$ cat src/rtl/bcd_to_binary_seq.sv
// ---------------------------------------------------------------------------
// bcd_to_binary_seq
//   Sequential BCD-to-binary converter. A packed NDIG-digit BCD word is
//   captured on an accepted start. One multiply-by-10-and-add step is then
//   done per clock, most significant digit first. A request holding any
//   digit above 9 is rejected in one clock with err set.
//
// Ports
//   clk     in   1        system clock, rising edge
//   rst_n   in   1        asynchronous active-low reset
//   start   in   1        conversion request, sampled only while idle
//   bcd_in  in   4*NDIG   packed BCD, top nibble = most significant digit
//   busy    out  1        conversion in progress
//   done    out  1        one-cycle pulse, val/err updated
//   val     out  WIDTH    binary result, holds until next done
//   err     out  1        last request contained a digit > 9
//
// Parameters
//   NDIG    number of BCD digits
//   WIDTH   result width, must satisfy 2^WIDTH > 10^NDIG - 1
// ---------------------------------------------------------------------------
module bcd_to_binary_seq #(
    parameter int NDIG  = 4,
    parameter int WIDTH = 16
) (
    input  logic                  clk,
    input  logic                  rst_n,
    input  logic                  start,
    input  logic [4*NDIG-1:0]     bcd_in,
    output logic                  busy,
    output logic                  done,
    output logic [WIDTH-1:0]      val,
    output logic                  err
);

    localparam int CNT_W = (NDIG > 1) ? $clog2(NDIG) : 1;

    typedef enum logic {
        IDLE = 1'b0,
        CONV = 1'b1
    } state_t;

    state_t              state;
    state_t              state_nx;
    logic [CNT_W-1:0]    cnt;
    logic [WIDTH-1:0]    acc;
    logic [WIDTH-1:0]    acc_nx;
    logic [4*NDIG-1:0]   digits;
    logic                bad_in;
    logic                load;
    logic                reject;
    logic                step;
    logic                last;

    // True when any nibble of the word is outside 0..9.
    function automatic logic has_bad_digit(input logic [4*NDIG-1:0] b);
        logic bad;
        bad = 1'b0;
        for (int i = 0; i < NDIG; i++) begin
            if (b[4*i +: 4] > 4'd9) begin
                bad = 1'b1;
            end
        end
        return bad;
    endfunction

    // acc*10 + d, with *10 formed as (acc<<3)+(acc<<1) at WIDTH+4 bits so the
    // intermediate cannot wrap, then truncated back to the result width.
    function automatic logic [WIDTH-1:0] mac10(input logic [WIDTH-1:0] a,
                                               input logic [3:0]       d);
        logic [WIDTH+3:0] ext;
        ext = {4'b0000, a};
        ext = (ext << 3) + (ext << 1) + {{WIDTH{1'b0}}, d};
        return ext[WIDTH-1:0];
    endfunction

    assign bad_in = has_bad_digit(bcd_in);
    assign last   = (cnt == CNT_W'(NDIG - 1));
    // The captured word is shifted left each step, so the digit being folded
    // in is always the top nibble.
    assign acc_nx = mac10(acc, digits[4*NDIG-1 -: 4]);

    // State register
    always_ff @(posedge clk or negedge rst_n) begin
        if (!rst_n) begin
            state <= IDLE;
        end else begin
            state <= state_nx;
        end
    end

    // Next-state logic
    always_comb begin
        state_nx = state;
        case (state)
            IDLE: if (start && !bad_in) state_nx = CONV;
            CONV: if (last)             state_nx = IDLE;
            default:                    state_nx = IDLE;
        endcase
    end

    // Output / control decode
    always_comb begin
        busy   = (state == CONV);
        load   = (state == IDLE) && start && !bad_in;
        reject = (state == IDLE) && start &&  bad_in;
        step   = (state == CONV);
    end

    // Datapath and result registers
    always_ff @(posedge clk or negedge rst_n) begin
        if (!rst_n) begin
            cnt    <= '0;
            acc    <= '0;
            digits <= '0;
            val    <= '0;
            err    <= 1'b0;
            done   <= 1'b0;
        end else begin
            done <= 1'b0;
            if (load) begin
                digits <= bcd_in;
                acc    <= '0;
                cnt    <= '0;
            end else if (reject) begin
                digits <= bcd_in;
                val    <= '0;
                err    <= 1'b1;
                done   <= 1'b1;
            end else if (step) begin
                acc    <= acc_nx;
                digits <= digits << 4;
                cnt    <= cnt + CNT_W'(1);
                if (last) begin
                    val  <= acc_nx;
                    err  <= 1'b0;
                    done <= 1'b1;
                end
            end
        end
    end

endmodule

$ cat config.mk
export PLATFORM = sky130hd
export DESIGN_NAME = bcd_to_binary_seq
export DESIGN_NICKNAME = d
export VERILOG_FILES = /design/src/rtl/bcd_to_binary_seq.sv
export SDC_FILE = /design/constraint.sdc
export NUM_CORES = 1
export LEC_CHECK = 0
export ABC_AREA = 1
export BUFFER_PORTS_ARGS = -buffer_cell sky130_fd_sc_hd__clkbuf_2
export CAP_MARGIN = 20
export CORE_UTILIZATION = 45
export DETAILED_ROUTE_END_ITERATION = 16
export PLACE_DENSITY = 0.67
export RECOVER_POWER = 25
export SYNTH_ARGS = -nofsm -noshare
export SYNTH_HDL_FRONTEND = slang
export SYNTH_SLANG_ARGS = --single-unit
$ cat constraint.sdc
create_clock -name clk -period 1.95 [get_ports clk]
set_clock_uncertainty 0.1 [all_clocks]
set_input_delay 0.39 -clock clk [delete_from_list [all_inputs] [get_ports clk]]
set_output_delay 0.39 -clock clk [all_outputs]
set_load 0.1 [all_outputs]
== After elaboration in Yosys (flattened, before gate mapping) ==
Index checks and enable logic that the tools add are counted.
Widths: inputs -> output; s select.
Word-level totals
  register bits after elaboration: 52
  input port bits: 19
  output and inout port bits: 19
  logic and storage cells: 55
Operators by class
  add/sub/neg operators: 3
  magnitude comparators: 4
  equality and inequality tests: 2
  multiplexer cells: 26
  bitwise logic cells: 2
  reduce and logical (&&, ||, !) cells: 11
Operator list (number)
  $mux 16: 6
  $mux 15: 3
  $add 16x16->16: 1
  $add 16x4->16: 1
  $gt 4x4->1 const B: 4
  $mux 1: 13
  $mux 2: 3
  $reduce_bool 2->1: 3
  $logic_and 1x1->1: 4
  $reduce_and 3->1: 1
  $reduce_bool 3->1: 1
  $add 2x1->2 const B: 1
  $eq 2x2->1 const B: 1
  $ne 2x2->1 const B: 1
  $not 1->1: 2
  $pmux 1 s2: 1
  $reduce_and 2->1: 1
  $logic_not 1->1: 1

== Depth between registers and ports, before layout ==
  depth in word-level cells: 9
  depth in mapped cells: 13
  gate-level depth less buffers: 13

== Least setup slack after synthesis ==
No wires, ideal clock.
  path kind: reg-to-reg
  start: register acc[0]
  end: register val[13]
  setup time: 0.120 ns
  data arrival time: 1.908 ns
  required time: 1.730 ns
  setup slack: -0.177 ns
  stages on the path, launching flop included: 12
  path buffers: 0
  cell sequence: dfrtp_1 > inv_1 > fa_1 > inv_1 > ha_1 > nand2_1 > a21oi_1 > nand3_1 > nand3_1 > nand2_1 > nand3_1 > nand2_1
On the way
  word-level cells in the longest chain between the ends: 5
Ends and longest elaborated chain
  start, declared: line 46  | logic [WIDTH-1:0] acc;
  start signal, assigned: line 131  | acc <= acc_nx;
  $add 16x16->16: line 73  | ext = (ext << 3) + (ext << 1) + {{WIDTH{1'b0}}, d};
  $add 16x4->16: line 73
  $mux 16: line 134  | if (last) begin
  $mux 16: line 130  | end else if (step) begin
  $mux 16: line 125  | end else if (reject) begin
  end signal, assigned: line 135  | val <= acc_nx;
  end, declared: line 32  | output logic [WIDTH-1:0] val,
No other way between the ends. The select of a mux whose other input is x is not followed.
A chain may end at the register's enable or synchronous reset.

== Worst setup path after layout ==
  start: register acc[0]
  end: register val[6]
The elaborated chain is that of the path after synthesis.

==> impl_metrics.py <==
metrics = {
    "outcome": {
        "outcome": "complete, but fails checks",
        "violations": "negative setup slack",
    },
    "run": {
        "maxCapViolations": 0,
    },
    "global_routing": {
        "grt_pass1_wl_mm": 12.5,
        "first_global_vias": 2809,
        "grt_use_total_pct": 22.0,
        "overflow": 0,
        "antenna_found_initial": 0,
        "grt_max_degree": 20,
    },
    "worst_setup_path": {
        "slowest_delay_ns": 0.49,
        "required_ns": 2.09,
        "crit_fanout": 3,
        "rr_worst_depth": 9,
        "start_kind": "register",
        "reg2reg_from": "acc[0]",
        "r2r_end": "val[6]",
        "crit_chain": "inv_2 > fa_1 > buf_4 > fa_2 > nor2_4 > nor2_4 > xnor2_1 > nand3_1 > o21ai_1",
        "worstSetupPathType": "reg2reg",
        "reg2reg_slack_ns": -0.32,
        "critPathArrivalTime_ns": 2.41,
        "path_common_cell": "nor2_4",
        "slowest_stage": "fa_1",
        "cp-end-kind": "register",
    },
    "die": {
        "num_rows": 29,
        "die_h_um": 84.5,
        "num_io_pins": 38,
        "die_w_um": 84.5,
        "start_util_pct": 47.4,
        "core_sq_mm": 0.00646,
        "die-area_sq_mm": 0.00714,
    },
    "cells_and_area": {
        "stdcell_area_sq_mm": 0.00386,
        "diodes": 0,
        "nets": 515,
        "final_layout_size_suffix_gt1_share_pct": 25.4,
        "areaGrowthSynthToFinish_pct": 26.0,
    },
    "cts": {
        "clock-root-buffer": "clkbuf_8",
        "clkLatencyLatePin_ns": 0.31,
        "cts.sinks": 52,
        "clockBufferDepth": 2,
        "cts_buffers": 5,
        "cts_tree": "done",
        "path_clk_slew_ns": 0.10,
        "htreeDepth": 2,
    },
    "synth": {
        "synth.yosys.seq_area_share_pct": 42.5,
        "yosysUniqueCellTypes": 25,
        "ys_seq_elements": 52,
        "synth_fp_nets": 450,
        "syn_area_per_cell_sq_um": 7.62,
        "ys.warnings.count": 0,
        "synthXorXnorAreaFrac_pct": 0.858,
        "syn_area_sq_mm": 0.00306,
        "synth_mux_area_share_pct": 0,
        "synth_cells": 402,
        "synth_compound_area_share_pct": 5.76,
        "synth-adder-area-share_pct": 12.3,
        "synth_top_family_by_area": "simple AND/OR/NAND/NOR gates",
        "yosys.area_share.simple_pct": 30.6,
    },
    "timing": {
        "final_max_slew_viol_count": 0,
        "final_hold_viol_count": 0,
        "setup_slack_ns": -0.324,
        "max_clock_freq_mhz": 440,
        "rsz0062_at_grt": "true",
        "timing.final.crit_share_pct": 117,
        "setup_violations": 23,
        "finalCriticalPeriod_ns": 2.27,
        "fin_tns_setup_ns": -5.17,
        "worst_pin_slew_ns": 1.00,
        "max_slew_margin_pct": 33.3,
    },
    "detailed_routing": {
        "avgRoutedWirePerCell_um": 13.3,
        "firstDrtPassIters": 4,
        "route.detailed.drc": 0,
        "drt_wl_total_mm": 7.27,
        "ant_nets": 0,
        "via_count": 2720,
        "drt-initial-drc-count": 167,
        "via_per_inst": 4.99,
    },
    "placement": {
        "placed_cell_area_sq_mm": 0.00350,
        "gp_congestion": 0.956,
        "io_buffers": 37,
        "hpwl_mm": 5.40,
    },
    "hold_path": {
        "min-delay-start": "bcd_in[4]",
        "hold_depth": 3,
        "min_to": "digits[4]",
        "hold_class": "in2reg",
    },
}
[layer usage]
layer / part of all wire [%] / GRT usage [%] / wire, um
met4: 1.9 / 7.40 / 139
met2: 50 / 39.4 / 3630
met1: 45 / 27.1 / 3310
met5: 0 / 0 / 0
met3: 2.6 / 3.24 / 191
[critical path: cells and delay by family, from the launching register on]
kind	cells	cell delay (ns)
compound gates	1	0.13
xor+xnor	1	0.16
fa+ha+maj	2	0.89
buf+inv	2	0.20
flops	1	0.38
simple gates	3	0.33
[area by class of cell]
cell class	count	area [sq um]
Tap cell	77	96.3
Inverter	52	196
Timing Repair Buffer	65	412
Multi-Input combinational cell	291	1720
Fill cell	585	2600
Clock inverter	2	60.1
Sequential cell	52	1300
Clock buffer	6	72.6
[cell families after synthesis]
family	count (synthesis)
AND/OR/NAND/NOR	227
buffers and inverters	59
flip-flops	52
AO/OA/AOI/OAI	32
adder cells (fa/ha/maj)	29
XOR/XNOR	3
[stage by stage]
step / utilization [%] / hold WS, ns / setup WS, ns / cells
global route: 59.8 / 0.190 / -0.437 / 545
global placement: 54.2 / 0.284 / -0.196 / 532
finish: 59.8 / 0.185 / -0.324 / 545
detailed placement: 54.2 / 0.277 / -0.240 / 532
CTS: 58.8 / 0.182 / -0.259 / 543
floorplan: - / -0.00559 / -0.0645 / 402
[cell usage after synthesis (all sizes together)]
cell type / n / area [sq um]
a21oi: 7 / 35.0
a22o: 3 / 26.3
buf: 6 / 45.0
clkbuf: 1 / 3.75
clkinv: 1 / 5.00
dfrtp: 52 / 1300
fa: 2 / 40.0
ha: 27 / 338
inv: 51 / 191
nand2: 165 / 627
nand3: 33 / 165
nand3b: 4 / 30.0
nand4: 4 / 25.0
nor2: 20 / 82.6
o211ai: 2 / 15.0
o21ai: 20 / 100
or2: 1 / 6.26
xnor2: 2 / 17.5
xor2: 1 / 8.76
[worst max path at each step]
stage / startpoint / to / slack (ns) / depth (start not counted)
after floorplan: digits[15] / val[11] / -0.06 / 13
after global placement: acc[2] / acc[13] / -0.20 / 11
after detailed placement: acc[2] / acc[11] / -0.24 / 13
after CTS: acc[0] / val[5] / -0.26 / 9
after global routing: acc[0] / val[14] / -0.44 / 11
final: acc[0] / val[6] / -0.32 / 9
[cell usage in the layout, fill, tap and decap left out, types with 2 or more instances in the layout]
cell / instances
nor2_1: 14
clkbuf_8: 5
ha_4: 5
o21ai_1: 9
clkbuf_2: 35
nor2_2: 3
bufinv_16: 2
nand3b_1: 4
nor2_4: 3
nand2_2: 15
ha_1: 22
nand4_1: 4
nand3_1: 21
buf_4: 26
inv_2: 5
a21oi_1: 6
o211ai_1: 2
nand2_1: 149
inv_1: 46
a22o_1: 3
nand3_2: 11
dfrtp_1: 51
clkbuf_1: 2
o21ai_0: 11
xnor2_1: 2
[flip-flops by register name (all words and copies together), names as in the netlist]
register	cells
busy	1
val	16
err	1
cnt	2
done	1
acc	15
digits	16
[timing repair]
item	4_1_cts	5_1_grt
endpoints found under the hold margin	16	0
hold buffers	1	0
pin swaps	18	18
gates resized for setup	32	17
setup buffers	2	2
setup endpoints to repair	23	23
Power is left out: the tool's default activity adds up to more than one toggle a clock period on the data nets, which glitch-free logic cannot reach.
